===== src/rtl/bc_pkg.sv =====
// Shared definitions for the Bulls-and-Cows round engine.
//   DIGIT_W / BLANK : BCD nibble width and the "position not entered" code
//   KEY_W           : keypad width, bit k = digit k
//   state_t         : round controller state encoding
//   onehot_to_bcd   : keypad level to BCD digit (lowest set bit wins if several are set)
package bc_pkg;
  localparam int DIGIT_W = 4;
  localparam logic [DIGIT_W-1:0] BLANK = 4'hF;
  localparam int KEY_W = 10;

  typedef enum logic [2:0] {
    S_NOSECRET = 3'd0,
    S_ENTRY    = 3'd1,
    S_SCORE    = 3'd2,
    S_RESULT   = 3'd3,
    S_WIN      = 3'd4,
    S_LOSE     = 3'd5
  } state_t;

  function automatic logic [DIGIT_W-1:0] onehot_to_bcd(input logic [KEY_W-1:0] k);
    logic [DIGIT_W-1:0] d;
    d = '0;
    for (int i = KEY_W - 1; i >= 0; i--) begin
      if (k[i]) d = DIGIT_W'(i);
    end
    return d;
  endfunction
endpackage


===== src/rtl/bc_round_controller_if.sv =====
// Keypad / secret / result bundle between the keypad side (master) and the
// round controller (slave). i_* are inputs to the controller, o_* its outputs.
interface bc_round_controller_if
  import bc_pkg::*;
#(
  parameter int NUM_DIGITS = 4
);
  localparam int CNT_W = $clog2(NUM_DIGITS + 1);

  logic [KEY_W-1:0]              i_key;
  logic                          i_key_bksp;
  logic [DIGIT_W*NUM_DIGITS-1:0] i_secret_in;
  logic                          i_secret_load;
  logic [DIGIT_W*NUM_DIGITS-1:0] o_guess_disp;
  logic [CNT_W-1:0]              o_entry_cnt;
  logic [CNT_W-1:0]              o_strike;
  logic [CNT_W-1:0]              o_ball;
  logic                          o_score_valid;
  logic [7:0]                    o_tries_left;
  logic                          o_win;
  logic                          o_lose;
  logic                          o_entry_err;

  modport master (
    output i_key, i_key_bksp, i_secret_in, i_secret_load,
    input  o_guess_disp, o_entry_cnt, o_strike, o_ball, o_score_valid,
           o_tries_left, o_win, o_lose, o_entry_err
  );

  modport slave (
    input  i_key, i_key_bksp, i_secret_in, i_secret_load,
    output o_guess_disp, o_entry_cnt, o_strike, o_ball, o_score_valid,
           o_tries_left, o_win, o_lose, o_entry_err
  );
endinterface


===== src/rtl/bc_key_event.sv =====
// Keypad press detector: one event per press on the rising edge of (|key) or
// key_bksp. Multi-key or key+backspace presses are flagged as bad events.
//   clk, rst     : clock, async active-high reset
//   i_key        : keypad level, i_key_bksp: backspace level
//   o_dig_evt    : clean digit press, o_digit its BCD value
//   o_bksp_evt   : clean backspace press
//   o_bad_evt    : rejected press
module bc_key_event
  import bc_pkg::*;
(
  input  logic               clk,
  input  logic               rst,
  input  logic [KEY_W-1:0]   i_key,
  input  logic               i_key_bksp,
  output logic               o_dig_evt,
  output logic               o_bksp_evt,
  output logic               o_bad_evt,
  output logic [DIGIT_W-1:0] o_digit
);
  logic r_key_any;
  logic r_bksp_prev;
  logic w_key_any;
  logic w_evt;
  logic w_multi;
  logic w_bad;

  always_ff @(posedge clk or posedge rst) begin
    if (rst) begin
      r_key_any   <= 1'b0;
      r_bksp_prev <= 1'b0;
    end else begin
      r_key_any   <= w_key_any;
      r_bksp_prev <= i_key_bksp;
    end
  end

  assign w_key_any = |i_key;
  assign w_evt     = (w_key_any & ~r_key_any) | (i_key_bksp & ~r_bksp_prev);
  // More than one bit set: clearing the lowest set bit leaves something behind.
  assign w_multi   = (i_key & (i_key - KEY_W'(1))) != '0;
  assign w_bad     = w_multi | (w_key_any & i_key_bksp);

  assign o_bad_evt  = w_evt & w_bad;
  assign o_dig_evt  = w_evt & ~w_bad & w_key_any;
  assign o_bksp_evt = w_evt & ~w_bad & ~w_key_any;
  assign o_digit    = onehot_to_bcd(i_key);
endmodule


===== src/rtl/bc_round_controller.sv =====
// Bulls-and-Cows round engine: keypad guess entry with backspace and duplicate
// rejection, sequential strike/ball scoring (one guess digit per cycle), and a
// try budget ending in sticky win/lose.
//   clk, rst : clock, async active-high reset
//   bus      : keypad/secret inputs and guess/score/verdict outputs (slave side)
// Strike, ball, tries_left, win and lose all change together on the edge that
// opens RESULT, so every field is consistent while score_valid is high.
//
//   state    | meaning
//   NOSECRET | no secret loaded, presses rejected
//   ENTRY    | collecting guess digits
//   SCORE    | comparing guess digit r_idx against the secret
//   RESULT   | score_valid cycle, choose next round state
//   WIN      | guess matched, waiting for a new secret
//   LOSE     | tries exhausted, waiting for a new secret
module bc_round_controller
  import bc_pkg::*;
#(
  parameter int NUM_DIGITS   = 4,
  parameter int MAX_TRIES    = 10,
  parameter int ALLOW_REPEAT = 0
) (
  input logic clk,
  input logic rst,
  bc_round_controller_if.slave bus
);
  localparam int CNT_W = $clog2(NUM_DIGITS + 1);
  localparam int SEC_W = DIGIT_W * NUM_DIGITS;

  state_t r_state, w_state_nxt;
  logic [SEC_W-1:0] r_secret, w_secret_nxt;
  logic [SEC_W-1:0] r_guess, w_guess_nxt;
  logic [CNT_W-1:0] r_entry_cnt, w_cnt_nxt;
  logic [CNT_W-1:0] r_strike, w_strike_nxt;
  logic [CNT_W-1:0] r_ball, w_ball_nxt;
  logic [CNT_W-1:0] r_idx, w_idx_nxt;
  logic [CNT_W-1:0] r_acc_s, w_acc_s_nxt;
  logic [CNT_W-1:0] r_acc_b, w_acc_b_nxt;
  logic [7:0]       r_tries_left, w_tries_nxt;
  logic             r_win, w_win_nxt;
  logic             r_lose, w_lose_nxt;
  logic             r_entry_err, w_err_nxt;

  logic               w_dig_evt, w_bksp_evt, w_bad_evt;
  logic [DIGIT_W-1:0] w_digit;
  logic               w_secret_ok, w_dup, w_hit, w_s_add, w_b_add;
  logic [DIGIT_W-1:0] w_g_cur, w_s_cur;
  logic [CNT_W-1:0]   w_strike_fin, w_ball_fin;

  bc_key_event u_key_event (
    .clk        (clk),
    .rst        (rst),
    .i_key      (bus.i_key),
    .i_key_bksp (bus.i_key_bksp),
    .o_dig_evt  (w_dig_evt),
    .o_bksp_evt (w_bksp_evt),
    .o_bad_evt  (w_bad_evt),
    .o_digit    (w_digit)
  );

  // Digit position p lives in nibble (NUM_DIGITS-1-p): digit 0 is the MS nibble.
  always_comb begin
    w_secret_ok = 1'b1;
    w_dup       = 1'b0;
    w_g_cur     = BLANK;
    w_s_cur     = BLANK;
    w_hit       = 1'b0;
    for (int p = 0; p < NUM_DIGITS; p++) begin
      if (bus.i_secret_in[(NUM_DIGITS-1-p)*DIGIT_W +: DIGIT_W] > 4'd9) w_secret_ok = 1'b0;
      if (r_guess[(NUM_DIGITS-1-p)*DIGIT_W +: DIGIT_W] == w_digit) w_dup = 1'b1;
      if (r_idx == CNT_W'(p)) begin
        w_g_cur = r_guess[(NUM_DIGITS-1-p)*DIGIT_W +: DIGIT_W];
        w_s_cur = r_secret[(NUM_DIGITS-1-p)*DIGIT_W +: DIGIT_W];
      end
    end
    // Only consulted when g[i] != s[i], so any match is necessarily at j != i.
    for (int j = 0; j < NUM_DIGITS; j++) begin
      if (r_secret[(NUM_DIGITS-1-j)*DIGIT_W +: DIGIT_W] == w_g_cur) w_hit = 1'b1;
    end
  end

  assign w_s_add      = (w_g_cur == w_s_cur);
  assign w_b_add      = ~w_s_add & w_hit;
  assign w_strike_fin = r_acc_s + CNT_W'(w_s_add);
  assign w_ball_fin   = r_acc_b + CNT_W'(w_b_add);

  always_ff @(posedge clk or posedge rst) begin
    if (rst) begin
      r_state      <= S_NOSECRET;
      r_secret     <= '0;
      r_guess      <= {NUM_DIGITS{BLANK}};
      r_entry_cnt  <= '0;
      r_strike     <= '0;
      r_ball       <= '0;
      r_idx        <= '0;
      r_acc_s      <= '0;
      r_acc_b      <= '0;
      r_tries_left <= '0;
      r_win        <= 1'b0;
      r_lose       <= 1'b0;
      r_entry_err  <= 1'b0;
    end else begin
      r_state      <= w_state_nxt;
      r_secret     <= w_secret_nxt;
      r_guess      <= w_guess_nxt;
      r_entry_cnt  <= w_cnt_nxt;
      r_strike     <= w_strike_nxt;
      r_ball       <= w_ball_nxt;
      r_idx        <= w_idx_nxt;
      r_acc_s      <= w_acc_s_nxt;
      r_acc_b      <= w_acc_b_nxt;
      r_tries_left <= w_tries_nxt;
      r_win        <= w_win_nxt;
      r_lose       <= w_lose_nxt;
      r_entry_err  <= w_err_nxt;
    end
  end

  always_comb begin
    w_state_nxt  = r_state;
    w_secret_nxt = r_secret;
    w_guess_nxt  = r_guess;
    w_cnt_nxt    = r_entry_cnt;
    w_strike_nxt = r_strike;
    w_ball_nxt   = r_ball;
    w_idx_nxt    = r_idx;
    w_acc_s_nxt  = r_acc_s;
    w_acc_b_nxt  = r_acc_b;
    w_tries_nxt  = r_tries_left;
    w_win_nxt    = r_win;
    w_lose_nxt   = r_lose;
    w_err_nxt    = 1'b0;

    if (bus.i_secret_load) begin
      if (w_secret_ok) begin
        w_secret_nxt = bus.i_secret_in;
        w_guess_nxt  = {NUM_DIGITS{BLANK}};
        w_cnt_nxt    = '0;
        w_tries_nxt  = 8'(MAX_TRIES);
        w_strike_nxt = '0;
        w_ball_nxt   = '0;
        w_win_nxt    = 1'b0;
        w_lose_nxt   = 1'b0;
        w_state_nxt  = S_ENTRY;
      end else begin
        w_err_nxt = 1'b1;
      end
    end else begin
      case (r_state)
        S_NOSECRET: begin
          if (w_dig_evt || w_bksp_evt || w_bad_evt) w_err_nxt = 1'b1;
        end
        S_ENTRY: begin
          if (w_bad_evt) begin
            w_err_nxt = 1'b1;
          end else if (w_dig_evt) begin
            if ((ALLOW_REPEAT == 0) && w_dup) begin
              w_err_nxt = 1'b1;
            end else begin
              for (int p = 0; p < NUM_DIGITS; p++) begin
                if (CNT_W'(p) == r_entry_cnt) w_guess_nxt[(NUM_DIGITS-1-p)*DIGIT_W +: DIGIT_W] = w_digit;
              end
              w_cnt_nxt = r_entry_cnt + CNT_W'(1);
              if (r_entry_cnt == CNT_W'(NUM_DIGITS - 1)) begin
                w_idx_nxt   = '0;
                w_acc_s_nxt = '0;
                w_acc_b_nxt = '0;
                w_state_nxt = S_SCORE;
              end
            end
          end else if (w_bksp_evt) begin
            if (r_entry_cnt == '0) begin
              w_err_nxt = 1'b1;
            end else begin
              for (int p = 0; p < NUM_DIGITS; p++) begin
                if (CNT_W'(p) == r_entry_cnt - CNT_W'(1)) w_guess_nxt[(NUM_DIGITS-1-p)*DIGIT_W +: DIGIT_W] = BLANK;
              end
              w_cnt_nxt = r_entry_cnt - CNT_W'(1);
            end
          end
        end
        S_SCORE: begin
          if (r_idx == CNT_W'(NUM_DIGITS - 1)) begin
            w_strike_nxt = w_strike_fin;
            w_ball_nxt   = w_ball_fin;
            w_tries_nxt  = r_tries_left - 8'd1;
            w_win_nxt    = (w_strike_fin == CNT_W'(NUM_DIGITS));
            w_lose_nxt   = (w_strike_fin != CNT_W'(NUM_DIGITS)) && (r_tries_left == 8'd1);
            w_state_nxt  = S_RESULT;
          end else begin
            w_acc_s_nxt = w_strike_fin;
            w_acc_b_nxt = w_ball_fin;
            w_idx_nxt   = r_idx + CNT_W'(1);
          end
        end
        S_RESULT: begin
          if (r_win) begin
            w_state_nxt = S_WIN;
          end else if (r_lose) begin
            w_state_nxt = S_LOSE;
          end else begin
            w_guess_nxt = {NUM_DIGITS{BLANK}};
            w_cnt_nxt   = '0;
            w_state_nxt = S_ENTRY;
          end
        end
        default: ;
      endcase
    end
  end

  assign bus.o_guess_disp  = r_guess;
  assign bus.o_entry_cnt   = r_entry_cnt;
  assign bus.o_strike      = r_strike;
  assign bus.o_ball        = r_ball;
  assign bus.o_score_valid = (r_state == S_RESULT);
  assign bus.o_tries_left  = r_tries_left;
  assign bus.o_win         = r_win;
  assign bus.o_lose        = r_lose;
  assign bus.o_entry_err   = r_entry_err;
endmodule


===== src/flat_wrapper.sv =====
// flat-port wrapper written by rule: the top's interface ports become plain ports
module bc_round_controller_flat import bc_pkg::*;
#(
  parameter int NUM_DIGITS   = 4,
  parameter int MAX_TRIES    = 10,
  parameter int ALLOW_REPEAT = 0
)
  (clk, rst, bus_i_key, bus_i_key_bksp, bus_i_secret_in, bus_i_secret_load, bus_o_guess_disp, bus_o_entry_cnt, bus_o_strike, bus_o_ball, bus_o_score_valid, bus_o_tries_left, bus_o_win, bus_o_lose, bus_o_entry_err);
  bc_round_controller_if #(.NUM_DIGITS(NUM_DIGITS)) bus_i ();
  input logic clk;
  input logic rst;
  input wire logic [$bits(bus_i.i_key)-1:0] bus_i_key;
  input wire logic [$bits(bus_i.i_key_bksp)-1:0] bus_i_key_bksp;
  input wire logic [$bits(bus_i.i_secret_in)-1:0] bus_i_secret_in;
  input wire logic [$bits(bus_i.i_secret_load)-1:0] bus_i_secret_load;
  output wire logic [$bits(bus_i.o_guess_disp)-1:0] bus_o_guess_disp;
  output wire logic [$bits(bus_i.o_entry_cnt)-1:0] bus_o_entry_cnt;
  output wire logic [$bits(bus_i.o_strike)-1:0] bus_o_strike;
  output wire logic [$bits(bus_i.o_ball)-1:0] bus_o_ball;
  output wire logic [$bits(bus_i.o_score_valid)-1:0] bus_o_score_valid;
  output wire logic [$bits(bus_i.o_tries_left)-1:0] bus_o_tries_left;
  output wire logic [$bits(bus_i.o_win)-1:0] bus_o_win;
  output wire logic [$bits(bus_i.o_lose)-1:0] bus_o_lose;
  output wire logic [$bits(bus_i.o_entry_err)-1:0] bus_o_entry_err;
  assign bus_i.i_key = bus_i_key;
  assign bus_i.i_key_bksp = bus_i_key_bksp;
  assign bus_i.i_secret_in = bus_i_secret_in;
  assign bus_i.i_secret_load = bus_i_secret_load;
  assign bus_o_guess_disp = bus_i.o_guess_disp;
  assign bus_o_entry_cnt = bus_i.o_entry_cnt;
  assign bus_o_strike = bus_i.o_strike;
  assign bus_o_ball = bus_i.o_ball;
  assign bus_o_score_valid = bus_i.o_score_valid;
  assign bus_o_tries_left = bus_i.o_tries_left;
  assign bus_o_win = bus_i.o_win;
  assign bus_o_lose = bus_i.o_lose;
  assign bus_o_entry_err = bus_i.o_entry_err;
  bc_round_controller #(.NUM_DIGITS(NUM_DIGITS), .MAX_TRIES(MAX_TRIES), .ALLOW_REPEAT(ALLOW_REPEAT)) u_core (.clk(clk), .rst(rst), .bus(bus_i));
endmodule

===== config.mk =====
export PLATFORM = sky130hd
export DESIGN_NAME = bc_round_controller_flat
export DESIGN_NICKNAME = d
export VERILOG_FILES = /design/src/rtl/bc_pkg.sv /design/src/rtl/bc_round_controller_if.sv /design/src/rtl/bc_key_event.sv /design/src/rtl/bc_round_controller.sv /design/src/flat_wrapper.sv
export SDC_FILE = /design/constraint.sdc
export NUM_CORES = 1
export LEC_CHECK = 0
export BUFFER_PORTS_ARGS = -buffer_cell sky130_fd_sc_hd__buf_2
export CORE_ASPECT_RATIO = 0.6
export CORE_UTILIZATION = 35
export DETAILED_ROUTE_END_ITERATION = 8
export GPL_ROUTABILITY_DRIVEN = 0
export GPL_TIMING_DRIVEN = 0
export PLACE_DENSITY_LB_ADDON = 0.05
export SLEW_MARGIN = 20
export SYNTH_ARGS = -nofsm -noshare
export SYNTH_HDL_FRONTEND = slang
export SYNTH_SLANG_ARGS = --single-unit

===== constraint.sdc =====
create_clock -name clk -period 8.7 [get_ports clk]
set_input_delay 0.435 -clock clk [delete_from_list [all_inputs] [get_ports clk]]
set_output_delay 0.435 -clock clk [all_outputs]
set_load 0.005 [all_outputs]

## Word level (Yosys, flattened, before mapping)

Cells that the tools add are included.

| word-level totals | value |
|---|---|
| output and inout port bits | 37 |
| input port bits | 30 |
| flip-flop bits (word level) | 66 |

| operators by class | value |
|---|---|
| equality and inequality tests | 49 |
| reductions and logical operators | 23 |
| muxes and demuxes | 104 |
| $add $sub $neg | 7 |
| $lt $le $gt $ge | 4 |
| bitwise gates (word level) | 17 |

Operators with widths:

| cell | count |
|---|---|
| 16-bit two-way mux | 9 |
| 4-bit two-way mux | 26 |
| 3-bit two-way mux | 31 |
| 10-bit AND reduction | 4 |
| 4-bit equality test | 9 |
| 8-bit two-way mux | 4 |
| 16-bit case mux with 2 select lines | 1 |
| 1-bit two-way mux | 27 |
| 3-bit case mux with 2 select lines | 4 |
| 4-bit by 2-bit inequality test with 1-bit output (second input constant) | 5 |
| 4-bit inequality test (second input constant) | 5 |
| 4-bit > comparator (second input constant) | 4 |
| 3-bit by 2-bit equality test with 1-bit output (second input constant) | 5 |
| 3-bit inequality test (second input constant) | 5 |
| 7-bit AND reduction | 2 |
| 2-bit by 3-bit equality test with 1-bit output (first input constant) | 4 |
| 3-bit zero test | 4 |
| 10-bit bitwise AND | 1 |
| 10-bit nonzero test | 1 |
| 10-bit OR reduction | 1 |
| 10-bit by 1-bit subtractor with 10-bit output (second input constant) | 1 |
| 3-bit by 2-bit inequality test with 1-bit output (second input constant) | 3 |
| 3-bit case mux with 3 select lines | 1 |
| 1-bit bitwise AND | 8 |
| 22 further kinds | 39 |

## Depth between registers and ports, before layout

| depth | value |
|---|---|
| depth after elaboration | 20 |
| depth in mapped cells | 16 |
| gate-level depth less buffers | 15 |

## Modules after synthesis

From an unflattened synthesis, not the netlist that was laid out.

| unflattened totals | value |
|---|---|
| cell total of the unflattened synthesis | 453 |
| area total of the unflattened synthesis | 4219.0 sq um |

Modules (own cells, without submodules):

| module | cells each | instances | area each (sq um) | sequential area each (sq um) |
|---|---|---|---|---|
| bc_round_controller | 412 | 1 | 3925.0 | 1621.6 |
| bc_key_event | 41 | 1 | 294.0 | 50.0 |

## Worst setup path before layout

OpenSTA, ideal clock, no wires.

| path | value |
|---|---|
| kind | reg2reg |
| start | reg u_core.r_idx[0] |
| end | reg u_core.r_lose (netlist: u_core.bus.o_lose) |
| clock period less this slack | 3.311 ns |
| setup slack | 5.389 ns |
| buffers on the path | 1 |
| setup time | 0.136 ns |
| arrival time | 3.175 ns |
| cell stages (with the launch flop) | 17 |
| cell sequence | dfrtp_1 ha_1 ha_1 clkbuf_1 clkinv_1 nand2_1 a211o_1 o21ai_1 xnor2_1 nor4_1 ha_1 ha_1 nand2b_1 and2_1 or3_1 nand4_1 o21ai_0 |

| between the ends | value |
|---|---|
| longest elaborated chain between the ends | 12 |

Ends and longest elaborated chain:

| element | line | text |
|---|---|---|
| from (decl) | bc_round_controller.sv:36 | `logic [CNT_W-1:0] r_idx, w_idx_nxt;` |
| from (signal assigned) | bc_round_controller.sv:109 | `r_idx <= w_idx_nxt;` |
| 3-bit zero test | bc_round_controller.sv:71 | `if (r_idx == CNT_W'(p)) begin` |
| 4-bit two-way mux (4 in series) | bc_round_controller.sv:71 |  |
| 4-bit equality test | bc_round_controller.sv:82 | `assign w_s_add = (w_g_cur == w_s_cur);` |
| 3-bit by 1-bit adder with 3-bit output | bc_round_controller.sv:84 | `assign w_strike_fin = r_acc_s + CNT_W'(w_s_add);` |
| 3-bit inequality test | bc_round_controller.sv:188 | `w_lose_nxt = (w_strike_fin != CNT_W'(NUM_DIGITS)) && (r_tries_left == 8'd1);` |
| 1-bit logical AND | bc_round_controller.sv:188 |  |
| 1-bit two-way mux | bc_round_controller.sv:183 | `if (r_idx == CNT_W'(NUM_DIGITS - 1)) begin` |
| 1-bit two-way mux | bc_round_controller.sv:149 | `case (r_state)` |
| 1-bit two-way mux | bc_round_controller.sv:134 | `if (bus.i_secret_load) begin` |
| to (signal assigned) | bc_round_controller.sv:114 | `r_lose <= w_lose_nxt;` |
| to (decl) | bc_round_controller.sv:41 | `logic r_lose, w_lose_nxt;` |

Several ways; a longest one is shown, not always the timed one. The select of a mux whose other input is x is not followed.
A chain may end at the register's enable or synchronous reset.

## Worst setup path in the final report

Ends and elaborated chain as after synthesis.

==> out/summary.log <==
qor: run_status.run_status completed
qor: worst_hold_path.timing.hold.worst.class input port to asynchronous set/reset pin
qor: power_and_ir_drop.power.share.combinational 0.363
qor: route.number_of_iterations_in_the_first_detailed_routing_pass 4
qor: floorplan.die_width 143.6 um
qor: place.hpwlAfterDp 9078 um
qor: floorplan.core_region_area 11490 um2
qor: clocking.post-cts-setup-buffer-count 0
qor: logic_synthesis.synth_top_cell_by_area sky130_fd_sc_hd__dfrtp_1
qor: logic_synthesis.synth_area_per_cell 9.351 um2
qor: timing.slew-limit-headroom 0.3804
qor: route.avgViaCountPerCell 5.369
qor: logic_synthesis.synth_edf_count 0
qor: timing.setup_repair_after_global_routing_missed_its_margin no
qor: route.post-route-drc-count 0
qor: power_and_ir_drop.sequentialPowerShare 0.331
qor: finish.final_nets 574
qor: worst_setup_path.setup.worst_path.end u_core.bus.o_lose$_DFFE_PP0P_
qor: finish.post_route_cells_drive_above_1_share 0.2524
qor: grt.antenna_found_initial 0
qor: floorplan.design.die.area 12480 um2
qor: power_and_ir_drop.power_per_cell_area 241.1 nW/um2
qor: finish.area_growth 20.43%
qor: route.avgRoutedWirePerCell 17.14 um
qor: timing.hold_viol 0
qor: timing.timing.hold.ws 0.05010 ns
qor: timing.final.min_clock_period 4.154 ns
qor: clocking.clock_sink_count 66
qor: finish.storage_element_area 1672 um2
qor: power_and_ir_drop.power.ir.vdd_worst 108.3 uV
qor: clocking.numCtsBuffers 9
qor: logic_synthesis.synthTopCellsByArea sky130_fd_sc_hd__dfrtp_1 (30%), sky130_fd_sc_hd__dfstp_2 (10%), sky130_fd_sc_hd__mux2_2 (7.0%), sky130_fd_sc_hd__ha_1 (5.4%), sky130_fd_sc_hd__xnor2_1 (5.0%)
qor: floorplan.placementRows 30
qor: logic_synthesis.ys.flop_type sky130_fd_sc_hd__dfrtp_1
qor: worst_setup_path.arrival 4.35 ns
qor: route.ant_nets 0
qor: grt.grt_first_pass_wirelength 19060 um
qor: grt.grt_usage 0.2018
qor: place.port_buffers 64
qor: power_and_ir_drop.switching_share 0.3549
qor: power_and_ir_drop.cellInternalPower 0.7880 mW
qor: route.num_vias 3710
qor: power_and_ir_drop.static-leakage-power 2.105 nW
qor: worst_setup_path.r2r-end u_core.bus.o_lose$_DFFE_PP0P_
qor: logic_synthesis.synth.yosys.seq_area_share 0.3973
qor: run.max_cap_viol_count 0
qor: finish.antenna_fix_cells 0
qor: logic_synthesis.post_synth_num_cell_types 60
qor: grt.vias_in_the_first_global_route 3424
qor: worst_setup_path.start_kind flop
qor: logic_synthesis.post-synth-top-area-fraction 0.2974
qor: floorplan.die_y 86.93 um
qor: logic_synthesis.synthesis.yosys.warnings 0
qor: timing.fin_clk_skew 0.005990 ns
qor: grt.pin_count_of_the_biggest_net_entering_global_routing 51
qor: worst_setup_path.critical_path.endpoint_type flop
qor: logic_synthesis.synth.ff_latch_count 66
qor: logic_synthesis.postSynthNetCount 498
qor: floorplan.floorplan.io_pins 67
qor: finish.most-common-layout-cells sky130_fd_sc_hd__buf_2 (64), sky130_fd_sc_hd__dfrtp_1 (50), sky130_fd_sc_hd__nand2_1 (37)
qor: clocking.cts_buffer_depth 2
qor: worst_setup_path.critical_path_peak_fanout 8
qor: timing.achievable-frequency 0.2407 GHz
qor: clocking.cts_htree_levels 3
qor: worst_setup_path.worstPathRequired 8.90 ns
qor: timing.setup_failing_eps_final 0
qor: clocking.cts_tree yes
qor: timing.pin_slew_with_the_least_headroom_to_its_limit 0.9224 ns
qor: timing.fin_tns_setup 0 ns
qor: finish.n_fill_cell 1162
qor: worst_setup_path.reg2reg_slack 4.55 ns
qor: worst_setup_path.ff2ff_path_depth 16
qor: timing.slew_viol_final 0
qor: worst_setup_path.r2r_start u_core.r_idx[0]$_DFFE_PP0P_
qor: power_and_ir_drop.power.switching 0.4335 mW
qor: route.drt_iter0_drc 304
qor: clocking.cts.repair.resized 0
qor: timing.final.period_utilization 0.4775
qor: worst_setup_path.worst_setup_path_startpoint u_core.r_idx[0]$_DFFE_PP0P_
qor: logic_synthesis.syn-instance-count 450
qor: clocking.postCtsHoldBufs 0
qor: finish.mostFrequentLayoutCell sky130_fd_sc_hd__buf_2
qor: worst_setup_path.crit_type flop to flop
qor: route.routed_wl 11850 um
qor: clocking.cts.reportedPaths.clkPinSlew 0.06 ns
qor: power_and_ir_drop.clkPwrFrac 0.307
qor: logic_synthesis.synth_async_sr_flop_share 1.000
qor: grt.grt_remaining_overflow 0
qor: finish.multiInputGateArea 2349 um2
qor: floorplan.floorplan.initialDensity 0.3663
qor: clocking.cts_root_buffer_type sky130_fd_sc_hd__clkbuf_16
qor: clocking.clock_insertion_delay_worst_skew 0.33 ns
qor: logic_synthesis.mappedNetlistArea 4208 um2
[sequential cells by signal (all words and copies together), names as in the netlist, 3 cells and up]
| signal | flops |
|---|---|
| u_core.r_secret | 16 |
| u_core.r_state | 3 |
| u_core.bus.o_strike | 3 |
| u_core.bus.o_ball | 3 |
| u_core.bus.o_guess_disp | 16 |
| u_core.bus.o_entry_cnt | 3 |
| u_core.bus.o_tries_left | 8 |
| u_core.r_acc_b | 3 |
| u_core.r_acc_s | 3 |
| u_core.r_idx | 3 |
[power groups by stage]
| stage | Combinational [mW] | Sequential [mW] | Clock, mW |
|---|---|---|---|
| after global placement | 0.432 | 0.408 | 0 |
| after detailed placement | 0.438 | 0.408 | 0 |
| after CTS | 0.442 | 0.404 | 0.384 |
| final | 0.443 | 0.404 | 0.375 |
| after global routing | 0.495 | 0.411 | 0.398 |
| after floorplan | 0.317 | 0.399 | 0 |
[cell type report]
class,instances,area share
multi-input cells,334,0.4635
flip-flops and latches,66,0.3299
repair buffers,65,0.06864
clock buffers,14,0.05407
well taps,160,0.03951
inverters,31,0.02346
plain buffers,19,0.01407
clock inverters,2,0.006914
[worst max-delay path: stages, from the launching register on]
cell,delay [ns]
sky130_fd_sc_hd__dfrtp_1,0.41
sky130_fd_sc_hd__ha_1,0.18
sky130_fd_sc_hd__ha_1,0.13
sky130_fd_sc_hd__clkbuf_1,0.33
sky130_fd_sc_hd__clkinv_1,0.34
sky130_fd_sc_hd__nand2_1,0.34
sky130_fd_sc_hd__a211o_1,0.14
sky130_fd_sc_hd__o21ai_1,0.22
sky130_fd_sc_hd__xnor2_1,0.22
sky130_fd_sc_hd__nor4_1,0.50
sky130_fd_sc_hd__ha_1,0.24
sky130_fd_sc_hd__ha_1,0.16
sky130_fd_sc_hd__nand2b_1,0.07
sky130_fd_sc_hd__and2_1,0.19
sky130_fd_sc_hd__or3_1,0.35
sky130_fd_sc_hd__nand4_1,0.12
sky130_fd_sc_hd__o21ai_0,0.08
[kinds of logic (layout without fill, tap and decap cells)]
| logic type | after synthesis | count (layout) | share of synthesized area |
|---|---|---|---|
| AND/OR/NAND/NOR | 136 | 136 | 0.1606 |
| AO/OA/AOI/OAI | 120 | 120 | 0.2031 |
| flip-flops | 66 | 66 | 0.3973 |
| buffers and inverters | 50 | 131 | 0.04460 |
| XOR/XNOR | 32 | 32 | 0.06661 |
| multiplexers | 28 | 28 | 0.07434 |
| adder cells (fa/ha/maj) | 18 | 18 | 0.05352 |
[synthesized netlist by cell type, drive strengths merged, types with 4 or more instances]
master,instances
o31ai,4
clkbuf,18
inv,30
a221oi,8
a21oi,16
xnor2,24
nand2b,7
a2111oi,4
or3,5
dfrtp,50
ha,18
xor2,8
nand2,37
a22o,9
o22ai,4
a31oi,4
nand4,4
nor2,34
mux2,26
or4,5
nand3,4
nor4,6
dfstp,16
nor3,20
o21ai,35
a211oi,8
[per-layer routing]
| layer | part of all wire | global-route usage |
|---|---|---|
| met1 | 0.55 | 0.3209 |
| met2 | 0.39 | 0.2736 |
| met3 | 0.055 | 0.04398 |
| met4 | 0.0071 | 0.03675 |
| met5 | 0 | 0 |
[stage by stage]
step	total power [mW]	instances	worst slack [ns]	area, um2	util
finish	1.221	691	4.546	5067	0.4412
global route	1.304	691	4.264	5067	0.4412
CTS	1.229	691	4.538	5067	0.4412
detailed placement	0.8459	675	4.534	4758	0.4143
global placement	0.8394	674	4.639	4728	0.4117
floorplan	0.7160	450	5.389	4208	-
[how the worst min path moves through the flow]
stage                                            start                                 end  depth (start not counted)
global route                                       rst     u_core.r_secret[12]$_DFFE_PP0P_                          2
floorplan                  u_core.r_idx[2]$_DFFE_PP0P_         u_core.r_idx[2]$_DFFE_PP0P_                          1
finish                                             rst      u_core.r_secret[4]$_DFFE_PP0P_                          2
CTS                                                rst      u_core.r_secret[4]$_DFFE_PP0P_                          2
detailed placement                                 rst      u_core.r_secret[4]$_DFFE_PP0P_                          2
global placement    u_core.bus.o_strike[2]$_DFFE_PP0P_  u_core.bus.o_strike[2]$_DFFE_PP0P_                          2
Note: power is estimated with default switching activity, not from simulation.
